### src/rtl/calc_sequencer_if.sv
// Keypad-to-display link of the calculator: command stream in, display value and status out.
// cmd/cmd_valid are taken on a rising clock edge only while ready is high; otherwise dropped.
interface calc_sequencer_if #(
    parameter int WIDTH = 28
);
    logic [3:0]              cmd;
    logic                    cmd_valid;
    logic                    ready;
    logic [1:0]              status;
    logic signed [WIDTH-1:0] value;
    logic                    neg;
    logic [3:0]              digit_count;

    modport master (
        output cmd, cmd_valid,
        input  ready, status, value, neg, digit_count
    );

    modport slave (
        input  cmd, cmd_valid,
        output ready, status, value, neg, digit_count
    );
endinterface

### src/rtl/calc_sequencer.sv
// Four-function calculator sequencer: operand entry, left-to-right operator chaining,
// single-cycle add/subtract and a WIDTH-cycle shift-add multiply. status is the FSM state.
module calc_sequencer #(
    parameter int WIDTH      = 28,
    parameter int MAX_DIGITS = 8,
    parameter int LIMIT      = 99_999_999
) (
    input  logic       clock,
    input  logic       reset,
    calc_sequencer_if.slave bus
);

    localparam int ITER_W = $clog2(WIDTH);
    localparam logic [ITER_W-1:0]  LAST_ITER = ITER_W'(WIDTH - 1);
    localparam logic [3:0]         MAXD      = 4'(MAX_DIGITS);
    localparam logic [2*WIDTH-1:0] LIMIT_P   = (2*WIDTH)'(LIMIT);
    localparam logic [WIDTH:0]     LIMIT_S   = (WIDTH+1)'(LIMIT);

    localparam logic [3:0] CMD_CLR = 4'd13;
    localparam logic [3:0] CMD_EQ  = 4'd14;
    localparam logic [3:0] CMD_DEL = 4'd15;

    typedef enum logic [1:0] {
        ST_ENTRY  = 2'b00,
        ST_BUSY   = 2'b01,
        ST_RESULT = 2'b10,
        ST_ERROR  = 2'b11
    } state_t;

    typedef enum logic [1:0] {
        OP_NONE = 2'd0,
        OP_ADD  = 2'd1,
        OP_SUB  = 2'd2,
        OP_MUL  = 2'd3
    } op_t;

    state_t                  state_q;
    op_t                     op_pend_q;
    op_t                     busy_op_q;
    op_t                     next_op_q;
    logic                    to_result_q;
    logic signed [WIDTH-1:0] acc_q;
    logic [WIDTH-1:0]        opnd_q;
    logic [3:0]              count_q;
    logic signed [WIDTH-1:0] value_q;
    logic                    ready_q;
    logic [2*WIDTH-1:0]      mcand_q;
    logic [WIDTH-1:0]        mplr_q;
    logic [2*WIDTH-1:0]      prod_q;
    logic                    prod_neg_q;
    logic [ITER_W-1:0]       iter_q;

    // Command decode
    logic accept;
    logic is_digit;
    logic is_op;
    op_t  cmd_op;

    assign accept   = bus.cmd_valid && ready_q;
    assign is_digit = (bus.cmd < 4'd10);
    assign is_op    = (bus.cmd >= 4'd10) && (bus.cmd <= 4'd12);
    // Operator codes 1010/1011/1100 map onto ADD/SUB/MUL by subtracting one modulo 4.
    assign cmd_op   = op_t'(bus.cmd[1:0] - 2'd1);

    // Operand editing
    logic [WIDTH-1:0] opnd_append;
    logic [WIDTH-1:0] opnd_div10;
    logic             digit_takes;

    assign opnd_append = opnd_q * WIDTH'(10) + WIDTH'(bus.cmd);
    assign opnd_div10  = opnd_q / WIDTH'(10);
    assign digit_takes = (count_q < MAXD) && !((opnd_q == '0) && (bus.cmd == 4'd0));

    // Arithmetic datapath
    logic [WIDTH-1:0]        acc_mag;
    logic signed [WIDTH:0]   acc_ext;
    logic signed [WIDTH:0]   opnd_ext;
    logic signed [WIDTH:0]   sum_d;
    logic [WIDTH:0]          sum_mag;
    logic [2*WIDTH-1:0]      prod_d;
    logic [WIDTH-1:0]        prod_lo;
    logic signed [WIDTH-1:0] result_d;
    logic                    ovf_d;
    logic                    busy_done;

    assign acc_mag   = acc_q[WIDTH-1] ? -acc_q : acc_q;
    assign acc_ext   = {acc_q[WIDTH-1], acc_q};
    assign opnd_ext  = {1'b0, opnd_q};
    assign sum_d     = (busy_op_q == OP_SUB) ? (acc_ext - opnd_ext) : (acc_ext + opnd_ext);
    assign sum_mag   = sum_d[WIDTH] ? -sum_d : sum_d;
    assign prod_d    = prod_q + (mplr_q[0] ? mcand_q : '0);
    assign prod_lo   = prod_d[WIDTH-1:0];
    assign busy_done = (busy_op_q != OP_MUL) || (iter_q == LAST_ITER);

    // The final multiply step is folded into the completion edge so the result lands at N+WIDTH.
    always_comb begin
        result_d = '0;
        ovf_d    = 1'b0;
        if (busy_op_q == OP_MUL) begin
            ovf_d    = (prod_d > LIMIT_P);
            result_d = prod_neg_q ? -prod_lo : prod_lo;
        end else begin
            ovf_d    = (sum_mag > LIMIT_S);
            result_d = sum_d[WIDTH-1:0];
        end
    end

    always_ff @(posedge clock or posedge reset) begin
        if (reset) begin
            state_q     <= ST_ENTRY;
            op_pend_q   <= OP_NONE;
            busy_op_q   <= OP_NONE;
            next_op_q   <= OP_NONE;
            to_result_q <= 1'b0;
            acc_q       <= '0;
            opnd_q      <= '0;
            count_q     <= '0;
            value_q     <= '0;
            ready_q     <= 1'b1;
            mcand_q     <= '0;
            mplr_q      <= '0;
            prod_q      <= '0;
            prod_neg_q  <= 1'b0;
            iter_q      <= '0;
        end else if (accept && (bus.cmd == CMD_CLR)) begin
            state_q   <= ST_ENTRY;
            op_pend_q <= OP_NONE;
            acc_q     <= '0;
            opnd_q    <= '0;
            count_q   <= '0;
            value_q   <= '0;
        end else begin
            case (state_q)
                ST_ENTRY: begin
                    if (accept) begin
                        if (is_digit) begin
                            if (digit_takes) begin
                                opnd_q  <= opnd_append;
                                count_q <= count_q + 4'd1;
                                value_q <= opnd_append;
                            end
                        end else if (bus.cmd == CMD_DEL) begin
                            if (count_q != 4'd0) begin
                                opnd_q  <= opnd_div10;
                                count_q <= count_q - 4'd1;
                                value_q <= ((count_q == 4'd1) && (op_pend_q != OP_NONE)) ? acc_q : opnd_div10;
                            end
                        end else if (op_pend_q == OP_NONE) begin
                            acc_q   <= opnd_q;
                            value_q <= opnd_q;
                            if (is_op) begin
                                op_pend_q <= cmd_op;
                                opnd_q    <= '0;
                                count_q   <= '0;
                            end else begin
                                state_q <= ST_RESULT;
                            end
                        end else begin
                            busy_op_q   <= op_pend_q;
                            next_op_q   <= is_op ? cmd_op : OP_NONE;
                            to_result_q <= !is_op;
                            mcand_q     <= {{WIDTH{1'b0}}, acc_mag};
                            mplr_q      <= opnd_q;
                            prod_q      <= '0;
                            prod_neg_q  <= acc_q[WIDTH-1];
                            iter_q      <= '0;
                            ready_q     <= 1'b0;
                            state_q     <= ST_BUSY;
                        end
                    end
                end

                ST_BUSY: begin
                    if (busy_done) begin
                        ready_q   <= 1'b1;
                        op_pend_q <= next_op_q;
                        if (!to_result_q) begin
                            opnd_q  <= '0;
                            count_q <= '0;
                        end
                        if (ovf_d) begin
                            acc_q   <= '0;
                            value_q <= '0;
                            state_q <= ST_ERROR;
                        end else begin
                            acc_q   <= result_d;
                            value_q <= result_d;
                            state_q <= to_result_q ? ST_RESULT : ST_ENTRY;
                        end
                    end else begin
                        prod_q  <= prod_d;
                        mcand_q <= mcand_q << 1;
                        mplr_q  <= mplr_q >> 1;
                        iter_q  <= iter_q + 1'b1;
                    end
                end

                ST_RESULT: begin
                    if (accept) begin
                        if (is_digit) begin
                            acc_q     <= '0;
                            op_pend_q <= OP_NONE;
                            opnd_q    <= WIDTH'(bus.cmd);
                            count_q   <= (bus.cmd != 4'd0) ? 4'd1 : 4'd0;
                            value_q   <= WIDTH'(bus.cmd);
                            state_q   <= ST_ENTRY;
                        end else if (is_op) begin
                            op_pend_q <= cmd_op;
                            opnd_q    <= '0;
                            count_q   <= '0;
                            value_q   <= acc_q;
                            state_q   <= ST_ENTRY;
                        end
                    end
                end

                default: begin
                    // ERROR: only clear (handled above) or reset leaves this state.
                end
            endcase
        end
    end

    assign bus.ready       = ready_q;
    assign bus.status      = state_q;
    assign bus.value       = value_q;
    assign bus.neg         = value_q[WIDTH-1];
    assign bus.digit_count = count_q;

endmodule

### src/flat_wrapper.sv
// flat-port wrapper written by rule: the top's interface ports become plain ports
module calc_sequencer_flat 
#(
    parameter int WIDTH      = 28,
    parameter int MAX_DIGITS = 8,
    parameter int LIMIT      = 99_999_999
)
  (clock, reset, bus_cmd, bus_cmd_valid, bus_ready, bus_status, bus_value, bus_neg, bus_digit_count);
  calc_sequencer_if #(.WIDTH(WIDTH)) bus_i ();
  input  logic clock;
  input  logic reset;
  input wire logic [$bits(bus_i.cmd)-1:0] bus_cmd;
  input wire logic [$bits(bus_i.cmd_valid)-1:0] bus_cmd_valid;
  output wire logic [$bits(bus_i.ready)-1:0] bus_ready;
  output wire logic [$bits(bus_i.status)-1:0] bus_status;
  output wire logic [$bits(bus_i.value)-1:0] bus_value;
  output wire logic [$bits(bus_i.neg)-1:0] bus_neg;
  output wire logic [$bits(bus_i.digit_count)-1:0] bus_digit_count;
  assign bus_i.cmd = bus_cmd;
  assign bus_i.cmd_valid = bus_cmd_valid;
  assign bus_ready = bus_i.ready;
  assign bus_status = bus_i.status;
  assign bus_value = bus_i.value;
  assign bus_neg = bus_i.neg;
  assign bus_digit_count = bus_i.digit_count;
  calc_sequencer #(.WIDTH(WIDTH), .MAX_DIGITS(MAX_DIGITS), .LIMIT(LIMIT)) u_core (.clock(clock), .reset(reset), .bus(bus_i));
endmodule
### config.mk
export PLATFORM = sky130hd
export DESIGN_NAME = calc_sequencer_flat
export DESIGN_NICKNAME = d
export VERILOG_FILES = /design/src/rtl/calc_sequencer_if.sv /design/src/rtl/calc_sequencer.sv /design/src/flat_wrapper.sv
export SDC_FILE = /design/constraint.sdc
export NUM_CORES = 1
export LEC_CHECK = 0
export CORE_AREA = 2 2 223 225
export DETAILED_ROUTE_END_ITERATION = 8
export DIE_AREA = 0 0 225 227
export GPL_ROUTABILITY_DRIVEN = 0
export PLACE_DENSITY = 0.66
export SLEW_MARGIN = 30
export SYNTH_ARGS = -nofsm -noshare
export SYNTH_HDL_FRONTEND = slang
export SYNTH_SLANG_ARGS = --single-unit
### constraint.sdc
create_clock -name clock -period 13.75 [get_ports clock]
set_clock_uncertainty 0.1 [all_clocks]
set_input_delay 2.0625 -clock clock [delete_from_list [all_inputs] [get_ports clock]]
set_output_delay 2.0625 -clock clock [all_outputs]
set_load 0.05 [all_outputs]
==> run metrics, run 1 <==
status=complete, no violations; postcts setup bufs=0; power per cell area=94.9 nW/um^2; critical path data arrival time=12.05 ns; Max Freq=0.0856 GHz; CP required=14.12 ns; final net count=3119; largest net degree at the start of global routing=126; leak pwr=11.4 nW; core area=48500 sq um; period utilization=84.9%; clock slew at reported path FFs=0.06 ns; Synth Cell Area=24100 sq um; CTS buffer count=30; Peak VDD IR=78.7 uV; synth-to-layout area growth=7.78%; vias in the first global route=22791; Yosys top cell area share=25.2%; top cell family by delay on the critical path=compound AO/OA/AOI/OAI gates; post-CTS resize count=0; top post-synthesis cells by area=dfrtp_1 25%, ha_1 7.8%, a21oi_1 5.4%; Max H-tree Level=1; first-pass GRT wire length=125000 um; CP startpoint kind=flop; synthesized area per cell=7.90 sq um; Syn Nets=3216; Top Ports=43; unrepaired setup endpoints after global routing=no; ys async rst share=100%; Synth Flop Type=dfrtp_1; layout cell share with drive strength beyond 1=6.95%; WHS=0.379 ns; Die Y=227 um; Max-Cap Viols=0; Max clock buf depth=3; starting DRC count in detailed routing=2388; minimum clock period=11.68 ns; crit-path max FO=28; final count of hold timing violations=0; actual slew at the worst max-slew pin=0.952 ns; Placed Cells=3548; critical path class=reg2reg; Final setup viols=0; hold buffers post-CTS=0; Layout Cells excl Fill=3601; Final ANT Viol Nets=0; Die X=225 um; FP Rows=81; GRT Residual Overflow=0; via total after detailed routing=24092; DR WL/cell=21.7 um; Tot GR Track Use=30.1%; Slew Viols, Final=0; Crit. End Element=flop; Slew HR=36.4%; clock root buffer=clkbuf_16; sequential fraction of the synthesis area=25.3%; Max stage delay on crit path=0.94 ns; Unique masters post-synth=126; most area-hungry cell type in the Yosys netlist=dfrtp_1; TritonCTS clock tree=done; Post-synth EDFFs=0; initial antenna violation count=0; filler instances=4490; WP buf/inv=0; CTS Sinks=244; total routed wirelength=78100 um; Yosys reg bits=244; die area=51100 sq um; DRC=0; vias per cell=6.69; Worst path slowest cell=dfrtp_1; YS warnings=0; number of diodes=0; cell count after synthesis=3055; clock latency on the worst-skew pair=0.59 ns; Initial Util=49.7%; detailed placement HPWL=55500 um; port bufs=42; Setup TNS Final=0 ns; DRT Pass-1 Iters=6; Hold Crit Class=reg2reg
## logic make-up (layout without fill, tap and decap cells)
logic type               Yosys count  count (layout)  share of synthesized area (%)
adder cells (fa/ha/maj)          159             159                           8.32
XOR/XNOR                         201             201                           7.35
flip-flops                       244             244                           25.3
multiplexers                      27              27                           1.18
AND/OR/NAND/NOR                  957             957                           19.7
buffers and inverters            335             259                           5.48
AO/OA/AOI/OAI                   1132            1132                           32.6
## worst register-to-register path: cells and delay by family, from the launching register on
kind / cells / cell delay (ns)
compound gates: 17 / 6.16
simple gates: 9 / 2.67
mux: 2 / 1.02
flops: 1 / 0.94
fa+ha+maj: 1 / 0.35
xor+xnor: 1 / 0.33
## routing by layer
layer	up-vias	track usage [%]	share of wire (%)
met5	-	0	0
met4	0	11.6	4.0
met3	171	3.81	8.3
met2	1128	48.0	44
met1	11587	41.6	43
li1	11206	-	-
## registers in the layout, summed over array words and instances, names as in the netlist
name	count
u_core.mcand_q	56
u_core.prod_q	56
u_core.acc_q	28
u_core.bus.value	28
u_core.mplr_q	28
u_core.opnd_q	28
u_core.iter_q	5
u_core.bus.digit_count	4
u_core.bus.status	2
u_core.busy_op_q	2
u_core.next_op_q	2
u_core.op_pend_q	2
u_core.bus.ready	1
u_core.prod_neg_q	1
u_core.to_result_q	1
## where the power goes
group | switching (mW) | total, mW | internal, mW
registers | 0.0187 | 0.746 | 0.727
logic | 0.526 | 0.829 | 0.303
clock network | 0.344 | 0.893 | 0.549
## metrics by stage
stage,setup WS (ns),cell area (sq um),power (mW),util (%)
floorplan,4.89,24100,1.41,-
global placement,2.19,24900,1.54,51.2
detailed placement,1.57,24900,1.56,51.2
CTS,1.57,26000,2.45,53.5
global route,1.48,26000,2.57,53.6
finish,2.07,26000,2.47,53.6
## final timing paths
kind	from	end	slack, ns	cells after the start
max reg2reg	u_core.opnd_q[23]	u_core.bus.value[0]	2.07	30
min in group asynchronous	reset	u_core.mcand_q[54]	1.89	2
max in group asynchronous	reset	u_core.prod_q[21]	10.30	3
max	u_core.opnd_q[23]	u_core.bus.value[0]	2.07	30
min	u_core.bus.value[9]	u_core.bus.value[9]	0.38	2
min reg2reg	u_core.bus.value[9]	u_core.bus.value[9]	0.38	2
## cells in the final DEF, fill, tap and decap left out, types with 20 or more instances in the layout
master	n
and2_1	64
nor4_1	22
a22o_1	89
o31ai_1	28
or3_1	31
clkdlybuf4s50_1	42
ha_1	149
xor2_1	56
a31oi_1	30
nand2b_1	21
a32o_1	30
o211ai_1	28
o22ai_1	65
o21ai_0	211
a21o_1	41
nand2_1	243
mux2i_1	20
buf_4	46
a211oi_1	37
and3_1	44
nor2_1	261
nand4_1	24
inv_1	114
xnor2_1	144
nor3_1	51
o21bai_1	26
a22oi_1	37
a21oi_1	259
clkbuf_16	30
nand3_1	71
dfrtp_1	242
## synthesized netlist by cell type (22+ instances only)
cell / count
o31ai_1: 28
o21ai_0: 211
clkbuf_1: 182
nand3_1: 71
o211ai_1: 28
nand2_1: 243
inv_1: 115
o22ai_1: 65
a31oi_1: 31
o21bai_1: 28
xnor2_1: 144
ha_1: 150
a211oi_1: 37
a21oi_1: 260
nor2_1: 265
nor3_1: 52
nand4_1: 24
dfrtp_1: 243
or3_1: 31
a22o_1: 89
a32o_1: 30
a22oi_1: 37
and2_1: 65
nor4_1: 22
and3_1: 45
xor2_1: 56
a21o_1: 41
## area by class of cell
type	instances	area, sq um	area share [%]
Clock buffer	40	858	3.30
Sequential cell	244	6110	23.5
Inverter	118	455	1.75
Multi-Input combinational cell	2476	16800	64.6
Tap cell	622	778	2.99
Timing Repair Buffer	88	766	2.94
Clock inverter	13	236	0.909
Power figures use the tool's default switching activity.
==> run 2: changes to the inputs <==
PLACE_DENSITY = 0.68   (was 0.66)
clock period = 10 ns   (was 13.75 ns; I/O delays follow)
==> run 2 against run 1 <==
  * Cell count is 1.4% higher
  * Die area stayed put
  * Cell area rose by 2.3%
  * Flip-flop and latch count unchanged
  * Clock power up 27%
  * Power increased by 39%
  * Critical path depth is 3 higher
  * Largest cell class unchanged
==> run metrics, run 2 (synthesized netlist as in run 1, its figures left out) <==
actual slew at the worst max-slew pin=1.01 ns (+0.0569 ns); leak pwr=11.7 nW (+2.1%); clock latency on the worst-skew pair=0.59 ns (about the same); Slew Viols, Final=0 (unchanged); synth-to-layout area growth=10.2%; CP required=10.38 ns (-3.74 ns); DRC=0 (unchanged); Setup crit end=u_core.opnd_q[1]; CTS Sinks=244 (unchanged); Max H-tree Level=1 (unchanged); switching pwr=1.29 mW (+45%); critical path class=reg2reg; leading cell type in the layout, fill and taps excluded=nor2_1; Core Util, Final=54.8% (+1.2 points); final count of hold timing violations=0 (unchanged); GRT Residual Overflow=0 (unchanged); vias per cell=6.72 (+0.37%); DRT Pass-1 Iters=8 (+2); critical path data arrival time=10.22 ns (-1.83 ns); Comb power frac=37.6% (+4.0 points); CP startpoint kind=flop; Reg power frac=29.6% (-0.6 points); Die Y=227 um (unchanged); Max Freq=0.102 GHz (+19%); Max clock buf depth=3 (unchanged); Max stage delay on crit path=0.55 ns (-0.39 ns); clock root buffer=clkbuf_16; Final setup viols=0 (unchanged); total routed wirelength=78200 um (+0.15%); initial antenna violation count=0 (unchanged); DR WL/cell=21.4 um (-1.2%); Worst path slowest cell=or4_1; CTS buffer count=30 (unchanged); Tot GR Track Use=29.6% (-0.45 points); Die X=225 um (unchanged); Initial Util=49.7% (unchanged); vias in the first global route=23023 (+1.0%); critical path startpoint=u_core.opnd_q[23]; Setup TNS Final=0 ns (unchanged); largest net degree at the start of global routing=113 (-10%); first-pass GRT wire length=124000 um (-0.85%); crit-path max FO=14 (-50%); status=complete, no violations; Final ANT Viol Nets=0 (unchanged); RR Startpoint=u_core.opnd_q[23]; clock slew at reported path FFs=0.06 ns (about the same); Setup WS post-layout=0.165 ns (-1.91 ns); layout cell share with drive strength beyond 1=10.2% (+3.2 points); Clk network pwr share=32.8% (-3.4 points); TritonCTS clock tree=done; Peak VDD IR=145 uV (+85%); Max-Cap Viols=0 (unchanged); period utilization=98.3% (+13 points); Top Ports=43 (unchanged); Slew HR=32.4% (-4.0 points); final net count=3166 (+1.5%); reg2reg path depth=33 (+10%); core area=48500 sq um (unchanged); top flop regs=u_core.mcand_q (56), u_core.prod_q (56); FF-to-FF End=u_core.opnd_q[1]; DP Worst Slack=-0.115 ns (-1.68 ns); minimum clock period=9.83 ns (-1.84 ns); hold buffers post-CTS=0 (unchanged); die area=51100 sq um (unchanged); FF-to-FF setup slack=0.17 ns (-1.91 ns); via total after detailed routing=24518 (+1.8%); starting DRC count in detailed routing=2482 (+3.9%); Hold Crit Class=reg2reg; FP Rows=81 (unchanged); cell internal pwr=2.14 mW (+36%); number of diodes=0 (unchanged); Net Sw Frac=37.6% (+1.5 points); port bufs=42 (unchanged); highest-count cells in the layout ignoring fill and taps=260 x nor2_1, 258 x a21oi_1, 243 x nand2_1, 238 x dfrtp_1, 211 x o21ai_0; Crit. End Element=flop; power per cell area=129 nW/um^2 (+36%); detailed placement HPWL=55500 um (about the same)
## run 2: cell types whose count changed in the layout (fill, tap and decap cells not counted), sizes merged
cell      change
inv           +3
clkinvlp      +5
clkinv        +4
buf          +47
clkbuf        -5
bufinv        -4
## run 2: how the worst min path moves through the flow
stage | endpoint | from | depth (start not counted) | slack, ns
3_5_place_dp | u_core.bus.value[9] | u_core.bus.value[9] | 2 | 0.37
2_1_floorplan | u_core.next_op_q[0] | u_core.next_op_q[0] | 2 | 0.35
4_1_cts | u_core.bus.value[9] | u_core.bus.value[9] | 2 | 0.39
6_report | u_core.bus.value[9] | u_core.bus.value[9] | 2 | 0.38
5_1_grt | u_core.bus.value[4] | u_core.bus.value[4] | 2 | 0.42
3_3_place_gp | u_core.bus.value[11] | u_core.bus.value[11] | 2 | 0.36
## run 2: critical path, delay by kind of cell, from the launching register on
kind	cells	cell delay (ns)
fa+ha+maj	1	0.36
simple gates	11	3.18
compound gates	17	4.59
mux	2	0.59
buf+inv	2	0.36
flops	1	0.51
## run 2: power by group through the flow
stage               sequential [mW]  combinational [mW]  clock [mW]
floorplan                      1.06               0.876           0
global placement               1.03                1.12           0
detailed placement             1.03                1.15           0
CTS                            1.01                1.16        1.14
global route                   1.02                1.39        1.18
finish                         1.02                1.29        1.13
## run 2: routing by layer
| layer | vias to the layer above | wire, um | GRT usage (%) |
|---|---|---|---|
| met5 | - | 0 | 0 |
| met4 | 0 | 2610 | 10.7 |
| met3 | 181 | 7280 | 3.96 |
| met2 | 1340 | 35100 | 47.2 |
| met1 | 11683 | 33200 | 41.1 |
| li1 | 11314 | - | - |
## run 2: through the flow
stage | total power, mW | std cells | hold WS, ns | cell area, sq um
6_report | 3.43 | 3651 | 0.384 | 26600
5_1_grt | 3.59 | 3651 | 0.418 | 26600
3_3_place_gp | 2.15 | 3577 | 0.364 | 25100
3_5_place_dp | 2.18 | 3577 | 0.371 | 25100
2_1_floorplan | 1.93 | 3055 | 0.348 | 24100
4_1_cts | 3.31 | 3633 | 0.387 | 26100
## run 2: cell type report
cell class | count | area, sq um
multi-input cells | 2476 | 17100
flip-flops and latches | 244 | 6110
fillers | 4406 | 21900
well taps | 622 | 778
clock buffers | 35 | 810
clock inverters | 21 | 211
inverters | 118 | 450
repair buffers | 135 | 1130
## run 2: repair_timing
| item | 4_1_cts | 5_1_grt |
|---|---|---|
| setup buffers | 0 | 18 |
| pin swaps | 0 | 12 |
| endpoints found under the setup margin | 3 | 40 |
| gates resized for setup | 2 | 65 |
